===== config.mk =====
export PLATFORM = sky130hd
export DESIGN_NAME = tape_recorder_flat
export DESIGN_NICKNAME = d
export VERILOG_FILES = /design/src/rtl/tape_pkg.sv /design/src/rtl/tape_recorder_if.sv /design/src/rtl/tape_pulse_meter.sv /design/src/rtl/tape_recorder.sv /design/src/flat_wrapper.sv
export SDC_FILE = /design/constraint.sdc
export NUM_CORES = 1
export LEC_CHECK = 0
export CORE_UTILIZATION = 49
export DETAILED_ROUTE_END_ITERATION = 7
export GPL_TIMING_DRIVEN = 1
export PLACE_DENSITY = 0.82
export SLEW_MARGIN = 5
export SYNTH_ARGS = -nofsm -noshare
export SYNTH_HDL_FRONTEND = slang
export SYNTH_SLANG_ARGS = --single-unit

===== constraint.sdc =====
create_clock -name clk -period 1.8 [get_ports clk]
set_input_delay 0.54 -clock clk [delete_from_list [all_inputs] [get_ports clk]]
set_output_delay 0.54 -clock clk [all_outputs]
set_load 0.02 [all_outputs]

===== src/rtl/tape_pkg.sv =====
// Shared types, timing defaults and small helpers for the cassette record path.
package tape_pkg;

   typedef enum logic [1:0] {HUNT, DATA, PARITY, STOP} state_t;
   typedef enum logic [1:0] {BIT0, BIT1, GAP} bit_class_t;

   localparam int CLK_HZ_DEF     = 24_000_000;
   localparam int ONE_MAX_US_DEF = 312;
   localparam int GAP_US_DEF     = 1000;
   localparam int ADDR_W_DEF     = 16;
   localparam int PERIOD_W       = 10;

   localparam logic [PERIOD_W-1:0] PERIOD_MAX = '1;

   // Odd parity: the data ones plus the parity bit must give an odd total.
   function automatic logic odd_parity_ok(input logic [7:0] data, input logic par);
      return ^{data, par};
   endfunction

   function automatic logic [7:0] sat_inc(input logic [7:0] v);
      return (v == 8'hFF) ? v : v + 8'd1;
   endfunction

endpackage


===== src/rtl/tape_recorder_if.sv =====
// Host-side signal bundle of the tape recorder: control inputs and tape cache write port.
interface tape_recorder_if
   import tape_pkg::*;
#(
   parameter int ADDR_W = ADDR_W_DEF
);
   logic              arm;
   logic              motor;
   logic              tape_out;
   logic              wr_en;
   logic [ADDR_W-1:0] wr_addr;
   logic [7:0]        wr_data;
   logic [ADDR_W:0]   tape_len;
   logic              rec_active;
   logic              overflow;
   logic [7:0]        parity_err;
   logic [7:0]        frame_err;

   modport master (
      output arm, motor, tape_out,
      input  wr_en, wr_addr, wr_data, tape_len, rec_active, overflow, parity_err, frame_err
   );

   modport slave (
      input  arm, motor, tape_out,
      output wr_en, wr_addr, wr_data, tape_len, rec_active, overflow, parity_err, frame_err
   );
endinterface


===== src/rtl/tape_pulse_meter.sv =====
// Filters the tape signal, times rising-edge to rising-edge periods in microseconds and
// classifies each period as a '1' bit, a '0' bit or a gap.
module tape_pulse_meter
   import tape_pkg::*;
#(
   parameter int CLK_HZ     = CLK_HZ_DEF,
   parameter int ONE_MAX_US = ONE_MAX_US_DEF,
   parameter int GAP_US     = GAP_US_DEF
)(
   input  logic clk,
   input  logic reset_n,
   input  logic i_enable,
   input  logic i_tape,
   output logic o_bit_strobe,
   output logic o_bit_val,
   output logic o_gap_strobe
);
   localparam int DIV   = (CLK_HZ / 1_000_000 < 1) ? 1 : CLK_HZ / 1_000_000;
   localparam int PRE_W = (DIV > 1) ? $clog2(DIV) : 1;

   localparam logic [PRE_W-1:0]    PRE_LAST = PRE_W'(DIV - 1);
   localparam logic [PERIOD_W-1:0] ONE_MAX  = PERIOD_W'(ONE_MAX_US);
   localparam logic [PERIOD_W-1:0] GAP_LIM  = PERIOD_W'(GAP_US);

   logic [PRE_W-1:0]    r_pre;
   logic                r_prev;
   logic                r_filt;
   logic                r_valid;
   logic [PERIOD_W-1:0] r_period;

   logic                w_tick;
   logic                w_rise;
   logic [PERIOD_W-1:0] w_period_inc;
   bit_class_t          w_class;

   assign w_tick       = (r_pre == PRE_LAST);
   // A new level is accepted once it has been seen on two consecutive cycles.
   assign w_rise       = i_tape & r_prev & ~r_filt;
   assign w_period_inc = (r_period == PERIOD_MAX) ? r_period : r_period + 1'b1;

   always_comb begin
      // NOTE: default first so every path assigns w_class and no latch is inferred.
      w_class = GAP;
      if (r_period < ONE_MAX)
         w_class = BIT1;
      else if (r_period < GAP_LIM)
         w_class = BIT0;
   end

   // NOTE: sequential state uses non-blocking assignments only, so every flop samples pre-edge values.
   always_ff @(posedge clk or negedge reset_n) begin
      if (!reset_n) begin
         r_pre        <= '0;
         r_prev       <= 1'b0;
         r_filt       <= 1'b0;
         r_valid      <= 1'b0;
         r_period     <= '0;
         o_bit_strobe <= 1'b0;
         o_bit_val    <= 1'b0;
         o_gap_strobe <= 1'b0;
      end else begin
         o_bit_strobe <= 1'b0;
         o_gap_strobe <= 1'b0;
         r_pre        <= w_tick ? '0 : r_pre + 1'b1;
         r_prev       <= i_tape;
         if (i_tape == r_prev)
            r_filt <= i_tape;

         if (!i_enable) begin
            r_valid  <= 1'b0;
            r_period <= '0;
         end else if (w_rise) begin
            // The first edge after an invalid period only starts the measurement.
            r_valid  <= 1'b1;
            r_period <= '0;
            if (r_valid) begin
               o_bit_strobe <= (w_class != GAP);
               o_bit_val    <= (w_class == BIT1);
               o_gap_strobe <= (w_class == GAP);
            end
         end else if (w_tick) begin
            r_period <= w_period_inc;
            if (r_valid && w_period_inc >= GAP_LIM) begin
               r_valid      <= 1'b0;
               o_gap_strobe <= 1'b1;
            end
         end
      end
   end

endmodule


===== src/rtl/tape_recorder.sv =====
// Record side of the cassette path: frames decoded tape bits into bytes and writes them
// sequentially into the tape cache, tracking length, overflow and error counts.
module tape_recorder
   import tape_pkg::*;
#(
   parameter int CLK_HZ     = CLK_HZ_DEF,
   parameter int ONE_MAX_US = ONE_MAX_US_DEF,
   parameter int GAP_US     = GAP_US_DEF,
   parameter int ADDR_W     = ADDR_W_DEF
)(
   input  logic           clk,
   input  logic           reset_n,
   tape_recorder_if.slave bus
);
   logic w_bit_strobe;
   logic w_bit_val;
   logic w_gap_strobe;
   logic w_arm_rise;
   logic w_commit;

   state_t            r_state;
   logic [7:0]        r_shift;
   logic [2:0]        r_cnt;
   logic              r_arm_d;
   logic              r_wr_en;
   logic [ADDR_W-1:0] r_wr_addr;
   logic [7:0]        r_wr_data;
   logic [ADDR_W:0]   r_tape_len;
   logic              r_rec_active;
   logic              r_overflow;
   logic [7:0]        r_parity_err;
   logic [7:0]        r_frame_err;

   tape_pulse_meter #(
      .CLK_HZ     (CLK_HZ),
      .ONE_MAX_US (ONE_MAX_US),
      .GAP_US     (GAP_US)
   ) u_meter (
      .clk          (clk),
      .reset_n      (reset_n),
      .i_enable     (bus.motor),
      .i_tape       (bus.tape_out),
      .o_bit_strobe (w_bit_strobe),
      .o_bit_val    (w_bit_val),
      .o_gap_strobe (w_gap_strobe)
   );

   assign w_arm_rise = bus.arm & ~r_arm_d;
   assign w_commit   = bus.motor & w_bit_strobe & w_bit_val & (r_state == STOP);

   always_ff @(posedge clk or negedge reset_n) begin
      if (!reset_n) begin
         r_state      <= HUNT;
         r_shift      <= '0;
         r_cnt        <= '0;
         r_arm_d      <= 1'b0;
         r_wr_en      <= 1'b0;
         r_wr_addr    <= '0;
         r_wr_data    <= '0;
         r_tape_len   <= '0;
         r_rec_active <= 1'b0;
         r_overflow   <= 1'b0;
         r_parity_err <= '0;
         r_frame_err  <= '0;
      end else begin
         r_arm_d      <= bus.arm;
         r_wr_en      <= 1'b0;
         r_rec_active <= bus.motor & ~r_overflow;

         if (!bus.motor || w_gap_strobe) begin
            r_state <= HUNT;
         end else if (w_bit_strobe) begin
            unique case (r_state)
               HUNT: begin
                  if (!w_bit_val) begin
                     r_state <= DATA;
                     r_cnt   <= '0;
                  end
               end
               DATA: begin
                  r_shift <= {w_bit_val, r_shift[7:1]};
                  r_cnt   <= r_cnt + 1'b1;
                  if (r_cnt == 3'd7)
                     r_state <= PARITY;
               end
               PARITY: begin
                  if (!odd_parity_ok(r_shift, w_bit_val))
                     r_parity_err <= sat_inc(r_parity_err);
                  r_state <= STOP;
               end
               STOP: begin
                  if (!w_bit_val)
                     r_frame_err <= sat_inc(r_frame_err);
                  r_state <= HUNT;
               end
               default: r_state <= HUNT;
            endcase
         end

         // Arm is evaluated last so it overrides a commit or count update in the same cycle.
         if (w_arm_rise) begin
            r_tape_len   <= '0;
            r_overflow   <= 1'b0;
            r_parity_err <= '0;
            r_frame_err  <= '0;
         end else if (w_commit && !r_overflow) begin
            r_wr_en    <= 1'b1;
            r_wr_addr  <= r_tape_len[ADDR_W-1:0];
            r_wr_data  <= r_shift;
            r_tape_len <= r_tape_len + 1'b1;
            if (&r_tape_len[ADDR_W-1:0])
               r_overflow <= 1'b1;
         end
      end
   end

   assign bus.wr_en      = r_wr_en;
   assign bus.wr_addr    = r_wr_addr;
   assign bus.wr_data    = r_wr_data;
   assign bus.tape_len   = r_tape_len;
   assign bus.rec_active = r_rec_active;
   assign bus.overflow   = r_overflow;
   assign bus.parity_err = r_parity_err;
   assign bus.frame_err  = r_frame_err;

endmodule


===== src/flat_wrapper.sv =====
// flat-port wrapper written by rule: the top's interface ports become plain ports
module tape_recorder_flat import tape_pkg::*;
#(
   parameter int CLK_HZ     = CLK_HZ_DEF,
   parameter int ONE_MAX_US = ONE_MAX_US_DEF,
   parameter int GAP_US     = GAP_US_DEF,
   parameter int ADDR_W     = ADDR_W_DEF
)
  (clk, reset_n, bus_arm, bus_motor, bus_tape_out, bus_wr_en, bus_wr_addr, bus_wr_data, bus_tape_len, bus_rec_active, bus_overflow, bus_parity_err, bus_frame_err);
  tape_recorder_if #(.ADDR_W(ADDR_W)) bus_i ();
  input  logic clk;
  input  logic reset_n;
  input wire logic [$bits(bus_i.arm)-1:0] bus_arm;
  input wire logic [$bits(bus_i.motor)-1:0] bus_motor;
  input wire logic [$bits(bus_i.tape_out)-1:0] bus_tape_out;
  output wire logic [$bits(bus_i.wr_en)-1:0] bus_wr_en;
  output wire logic [$bits(bus_i.wr_addr)-1:0] bus_wr_addr;
  output wire logic [$bits(bus_i.wr_data)-1:0] bus_wr_data;
  output wire logic [$bits(bus_i.tape_len)-1:0] bus_tape_len;
  output wire logic [$bits(bus_i.rec_active)-1:0] bus_rec_active;
  output wire logic [$bits(bus_i.overflow)-1:0] bus_overflow;
  output wire logic [$bits(bus_i.parity_err)-1:0] bus_parity_err;
  output wire logic [$bits(bus_i.frame_err)-1:0] bus_frame_err;
  assign bus_i.arm = bus_arm;
  assign bus_i.motor = bus_motor;
  assign bus_i.tape_out = bus_tape_out;
  assign bus_wr_en = bus_i.wr_en;
  assign bus_wr_addr = bus_i.wr_addr;
  assign bus_wr_data = bus_i.wr_data;
  assign bus_tape_len = bus_i.tape_len;
  assign bus_rec_active = bus_i.rec_active;
  assign bus_overflow = bus_i.overflow;
  assign bus_parity_err = bus_i.parity_err;
  assign bus_frame_err = bus_i.frame_err;
  tape_recorder #(.CLK_HZ(CLK_HZ), .ONE_MAX_US(ONE_MAX_US), .GAP_US(GAP_US), .ADDR_W(ADDR_W)) u_core (.clk(clk), .reset_n(reset_n), .bus(bus_i));
endmodule

==> out/results.ini, run 1 <==
[power_and_ir_drop]
cellPowerDensity_nw_per_um2 = 635.1
irDropWorstVdd_mv = 0.5237
leakage_nw = 3.122

[run_status]
status = finished, violations left
violations = setup timing

[worst_setup_path]
rr_startpoint = u_core.u_meter.o_bit_val
path_buf_inv = 1
worst_ep_required_time_ns = 2.04
path_class = reg2reg
critPathSlowestCell = xor3_2
slowest_delay_ns = 0.48
arrival_ns = 2.17
crit_family = XOR/XNOR gates
r2r-end = u_core.bus.parity_err[6]
r2r_slack_ns = -0.12
r2r_cells = 7
end_kind = flop
worstPathCellList = xor3_2 -> a311o_1 -> mux2i_4 -> buf_4 -> nand4_1 -> xor2_1 -> nor2_1
start_kind = flop
critPathMaxFanout = 5
crit_start = u_core.u_meter.o_bit_val

[cts]
worstSkewPairLatency_ns = 0.36
cts_tree = yes
clk_path_buf_depth = 2
numClockSinks = 95
clkTransAtPathRegs_ns = 0.09
cts_max_level = 3
cts_inserted_buffers = 9
cts_root_buffer = clkbuf_8

[route]
drt-pass1-iter-count = 4
routedWlPerCell_um = 14.50
vias = 3662
wirelength_mm = 9.989
drt.antenna.violating_nets = 0
drc = 0
drt_iter0_drc = 154
via_per_inst = 5.315

[final_layout]
layout_commonest_cell = nand2_1
drive_gt1_frac = 0.2052
stdcell_count = 689
mostFrequentLayoutCells = nand2_1, dfrtp_1, buf_4
register_area_um2 = 2381
multi_input_area_um2 = 2091
areaGrowthSynthToFinish_pct = 33.53
layout.nets = 592
n_fill_cell = 676
final_util = 0.6818

[hold_path]
min_path_cells = 2
holdPathEnd = u_core.bus.wr_addr[1]
hp-start = u_core.bus.wr_addr[1]
hp-class = reg2reg

[timing]
finalCriticalPeriod_ns = 1.925
post-route-period-util = 1.069
fin_worst_skew_ns = 0.01039
slew_viol_final = 0
fin_ws_ns = -0.1247
slew_headroom = 0.7500
clock.fmax_mhz = 519.6
hold_ws_ns = 0.4790
hold_violations = 0
rsz0062_at_grt = yes
setup_tns_ns = -0.6707
setup_violations = 8
worst_pin_slew_ns = 0.3701

[global_routing]
grt_pass1_vias = 3669
grt_use_total = 0.2213
grt_start_max_net_pins = 48
grt_overflow_total = 0
grt_pass1_wl_mm = 17.08
grt_antenna_before_repair = 1

[die]
num_io_pins = 65
initial_core_util = 0.5106
die_area_um2 = 9517
die_height_um = 97.56
die_x_um = 97.56
core_area_um2 = 8763
rows = 34

[place]
port_buffers = 64
gp_congestion = 0.9165
post-dp-hpwl_mm = 7.074
dp.cells = 664

[synthesis]
ys.warnings.count = 0
synth-edff-count = 0
ys.flop_type = dfrtp_1
ys_seq_elements = 95
synth_cells = 448
syn_avg_cell_area_um2 = 9.987
syn_area_um2 = 4474
syn_nets = 465
yosys.cell_types.count = 48
async_reset_ff_frac = 1.000
synth-seq-area-share = 0.5313

[job]
maxCapViolations = 0

## what timing repair did
action | 4_1_cts | 5_1_grt
pin swaps | 4 | 12
endpoints found under the hold margin | 5 | 0
hold buffers | 1 | 0
endpoints found under the setup margin | 79 | 25
gates cloned | 0 | 0
resized for setup | 66 | 18
setup buffers | 4 | 4
## cells in the mapped netlist (2+ instances only)
master     instances  area share
ha_1              12       0.034
and2_1             2      0.0028
nor3_1             8      0.0089
nor2b_1            4      0.0056
o41ai_1            2      0.0039
nand4_1           17       0.024
buf_2              3      0.0034
mux2_2            10       0.025
a21o_1             3      0.0050
xor2_1            23       0.045
a211oi_1           3      0.0050
and4_1             3      0.0059
or3_1              6      0.0084
inv_1              8      0.0067
and3_1             7      0.0098
nand2b_1           9       0.013
xnor2_1           12       0.023
nand2_1           96       0.081
dfrtp_1           95        0.53
o2111ai_1          2      0.0039
a311o_1            2      0.0045
a21oi_1            7      0.0078
mux2i_1            7       0.016
nor2_1            46       0.039
nand3_1           15       0.017
clkbuf_1          12       0.010
o21ai_0           13       0.015
## flip-flops by register name, summed over array words and instances (netlist names), 5 cells and up
| register | cells |
|---|---|
| u_core.bus.tape_len | 17 |
| u_core.bus.parity_err | 8 |
| u_core.u_meter.r_pre | 5 |
| u_core.bus.wr_addr | 16 |
| u_core.bus.wr_data | 8 |
| u_core.bus.frame_err | 8 |
| u_core.u_meter.r_period | 10 |
| u_core.r_shift | 8 |
## worst max path at each step
stage / to / slack [ns] / cells past startpoint
finish: u_core.bus.parity_err[6] / -0.12 / 7
global route: u_core.bus.parity_err[6] / -0.25 / 7
CTS: u_core.bus.parity_err[6] / -0.11 / 7
detailed placement: u_core.bus.tape_len[9] / -0.53 / 6
global placement: u_core.bus.tape_len[9] / -0.50 / 6
floorplan: u_core.bus.parity_err[5] / -0.08 / 7
## cell type report
type / count / share of cell area
clock buffers: 10 / 0.02136
well taps: 108 / 0.02262
clock inverters: 6 / 0.01152
repair buffers: 133 / 0.1899
flip-flops and latches: 95 / 0.3985
diodes: 1 / 0.0004188
multi-input cells: 327 / 0.3499
inverters: 9 / 0.005654
## worst min-delay path: cells and delay by family, from the launching register on
kind | cells | cell delay (ns)
DFF | 1 | 0.35
and+or+nand+nor | 2 | 0.10
## routing by layer
layer	up-vias	GRT usage	part of all wire
met5	-	0	0
met3	12	0.04748	0.044
met1	1786	0.2880	0.43
li1	1776	-	-
met2	88	0.3776	0.51
met4	0	0.05430	0.015
## cells by family (layout without fill, tap and decap cells)
logic type / count (synthesis) / count (layout) / share of synthesized area
other cells: 0 / 1 / 0
compound gates: 41 / 41 / 0.06236
buf+inv: 26 / 158 / 0.02349
xor+xnor: 37 / 37 / 0.07886
mux: 18 / 18 / 0.04586
fa+ha+maj: 12 / 12 / 0.03356
flops: 95 / 95 / 0.5313
simple gates: 219 / 219 / 0.2246
## power by group
| part | total [mW] | internal [mW] | leakage (nW) | switching (mW) |
|---|---|---|---|---|
| Sequential | 2.18 | 2.16 | 1.29 | 0.0179 |
| Combinational | 0.214 | 0.0923 | 1.73 | 0.121 |
| Clock | 1.40 | 0.653 | 0.0973 | 0.748 |
| Total | 3.79 | 2.91 | 3.12 | 0.888 |
## through the flow
stage	power [mW]	cell area, um2	setup WS (ns)
detailed placement	2.438	5708	-0.5253
floorplan	2.309	4496	-0.08230
global route	3.943	5974	-0.2501
finish	3.794	5974	-0.1247
global placement	2.425	5708	-0.4954
CTS	3.840	5879	-0.1071
Note: power is estimated with default switching activity, not from simulation.
==> run 2: changes to the inputs <==
MAX_ROUTING_LAYER = met4   (was default)
==> run 2 against run 1 <==
  * Hold slack got worse by 0.0016 ns
  * Clock power about the same
  * Register-to-register slack about the same
  * Global-route usage increased by 0.66 points
  * Critical endpoint unchanged
  * Sequential share of layout area increased by 0.075 points
  * Die area unchanged
  * First-iteration DRC count decreased by 22%
  * Non-clock buffer count increased by 1
  * Clock skew increased by 0.0013 ns
  * The run still ends with setup timing left
==> out/results.ini, run 2 (same netlist as run 1, synthesis figures left out) <==
[place]
post-dp-hpwl_mm = 7.074  ; unchanged
dp.cells = 664  ; unchanged
port_buffers = 64  ; unchanged
dpl_worst_slack_ns = -0.5253  ; unchanged
place_area_um2 = 5708  ; unchanged
gp_congestion = 0.9326  ; was 0.9165

[final_layout]
final_util = 0.6805  ; was 0.6818
layout_commonest_cell = nand2_1  ; unchanged
final_area_um2 = 5963  ; was 5974 um2
n_fill_cell = 678  ; was 676
areaGrowthSynthToFinish_pct = 33.28  ; was 33.53%
largest_reg_flops = 17  ; unchanged
mostFrequentLayoutCells = nand2_1, dfrtp_1, buf_4  ; unchanged
stdcell_count = 690  ; was 689
drive_gt1_frac = 0.2065  ; was 0.2052
layout.nets = 593  ; was 592

[worst_setup_path]
start_kind = flop  ; unchanged
end_kind = flop  ; unchanged
r2r_slack_ns = -0.13  ; was -0.12 ns
crit_start = u_core.u_meter.o_bit_val  ; unchanged
worst_ep_required_time_ns = 2.04  ; about the same
path_class = reg2reg  ; unchanged
arrival_ns = 2.18  ; was 2.17 ns
critPathMaxFanout = 5  ; unchanged
rr_startpoint = u_core.u_meter.o_bit_val  ; unchanged

[timing]
clock.fmax_mhz = 517.0  ; was 519.6 MHz
setup_violations = 8  ; unchanged
post-route-period-util = 1.074  ; was 1.069
rsz0062_at_grt = yes  ; unchanged
finalCriticalPeriod_ns = 1.934  ; was 1.925 ns
hold_ws_ns = 0.4775  ; was 0.4790 ns
setup_tns_ns = -0.7323  ; was -0.6707 ns
slew_headroom = 0.7473  ; was 0.7500
slew_viol_final = 0  ; unchanged
fin_worst_skew_ns = 0.01170  ; was 0.01039 ns
worst_pin_slew_ns = 0.3741  ; was 0.3701 ns
hold_violations = 0  ; unchanged
fin_ws_ns = -0.1341  ; was -0.1247 ns

[cts]
cts_tree = yes  ; unchanged
cts_root_buffer = clkbuf_8  ; unchanged
numClockSinks = 95  ; unchanged
worstSkewPairLatency_ns = 0.36  ; about the same
cts_max_level = 3  ; unchanged
clkTransAtPathRegs_ns = 0.09  ; about the same
clk_path_buf_depth = 2  ; unchanged
cts_inserted_buffers = 9  ; unchanged

[die]
die_area_um2 = 9517  ; unchanged
core_area_um2 = 8763  ; unchanged
die_x_um = 97.56  ; unchanged
rows = 34  ; unchanged
num_io_pins = 65  ; unchanged
die_height_um = 97.56  ; unchanged
initial_core_util = 0.5106  ; unchanged

[run_status]
status = finished, violations left  ; unchanged
violations = setup timing  ; unchanged

[route]
routedWlPerCell_um = 14.57  ; was 14.50 um
drt-pass1-iter-count = 4  ; unchanged
drt.antenna.violating_nets = 0  ; unchanged
via_per_inst = 5.336  ; was 5.315
vias = 3682  ; was 3662
wirelength_mm = 10.06  ; was 9.989 mm
drt_iter0_drc = 120  ; was 154
drc = 0  ; unchanged

[power_and_ir_drop]
cellPowerDensity_nw_per_um2 = 637.2  ; was 635.1 nW/um2
design_power_total_mw = 3.800  ; was 3.794 mW
leakage_nw = 3.124  ; was 3.122 nW
irDropWorstVdd_mv = 0.5446  ; was 0.5237 mV

[hold_path]
hp-start = u_core.bus.wr_addr[3]  ; was u_core.bus.wr_addr[1]
hp-class = reg2reg  ; unchanged

[global_routing]
grt_overflow_total = 0  ; unchanged
grt_start_max_net_pins = 48  ; unchanged
grt_use_total = 0.2280  ; was 0.2213
grt_pass1_wl_mm = 17.11  ; was 17.08 mm
grt_pass1_vias = 3650  ; was 3669
grt_antenna_before_repair = 1  ; unchanged

[job]
maxCapViolations = 0  ; unchanged

## run 2: changes by cell type in the layout (fill, tap and decap cells not counted), sizes merged
| cell | change |
|---|---|
| buf | +1 |
## run 2: power by group
part / total, mW / leakage (nW) / switching, mW / internal (mW)
clock network: 1.41 / 0.0973 / 0.754 / 0.653
logic: 0.214 / 1.73 / 0.122 / 0.0918
registers: 2.18 / 1.29 / 0.0174 / 2.16
total: 3.80 / 3.12 / 0.893 / 2.91
## run 2: metal layers
metal,wire (um),part of all wire,GRT usage,vias to the layer above
met1,4403,0.44,0.2899,1796
met2,5080,0.51,0.3765,97
met5,0,0,-,-
li1,-,-,-,1778
met4,150,0.015,0.05430,0
met3,420,0.042,0.04676,11
## run 2: worst max-delay path, stage by stage (launching register included)
cell	delay, ns
dfrtp_1	0.37
xor3_2	0.47
a311o_1	0.32
mux2i_4	0.22
buf_4	0.15
nand4_1	0.10
xor2_1	0.15
nor2_1	0.05
## run 2: cell type report
cell class,instances,area [um2],share of cell area
antenna,1,2.502,0.0004196
clock buffer,10,127.6,0.02140
clock inverter,6,68.82,0.01154
inverter,9,33.78,0.005665
multi-input combinational,327,2072,0.3475
sequential,95,2381,0.3993
tap,108,135.1,0.02266
timing repair buffer,134,1142,0.1916
## run 2: final timing paths
kind	to	cells past startpoint
max	u_core.bus.parity_err[6]	7
min	u_core.bus.wr_addr[3]	2
max reg2reg	u_core.bus.parity_err[6]	7
min reg2reg	u_core.bus.wr_addr[3]	2
max in group asynchronous	u_core.bus.parity_err[0]	3
min in group asynchronous	u_core.bus.wr_data[2]	2
## run 2: what timing repair did
item	CTS	global route
gates resized for setup	66	15
endpoints found under the setup margin	79	24
setup buffers	4	5
pin swaps	4	11
hold endpoints to repair	5	0
hold buffers	1	0
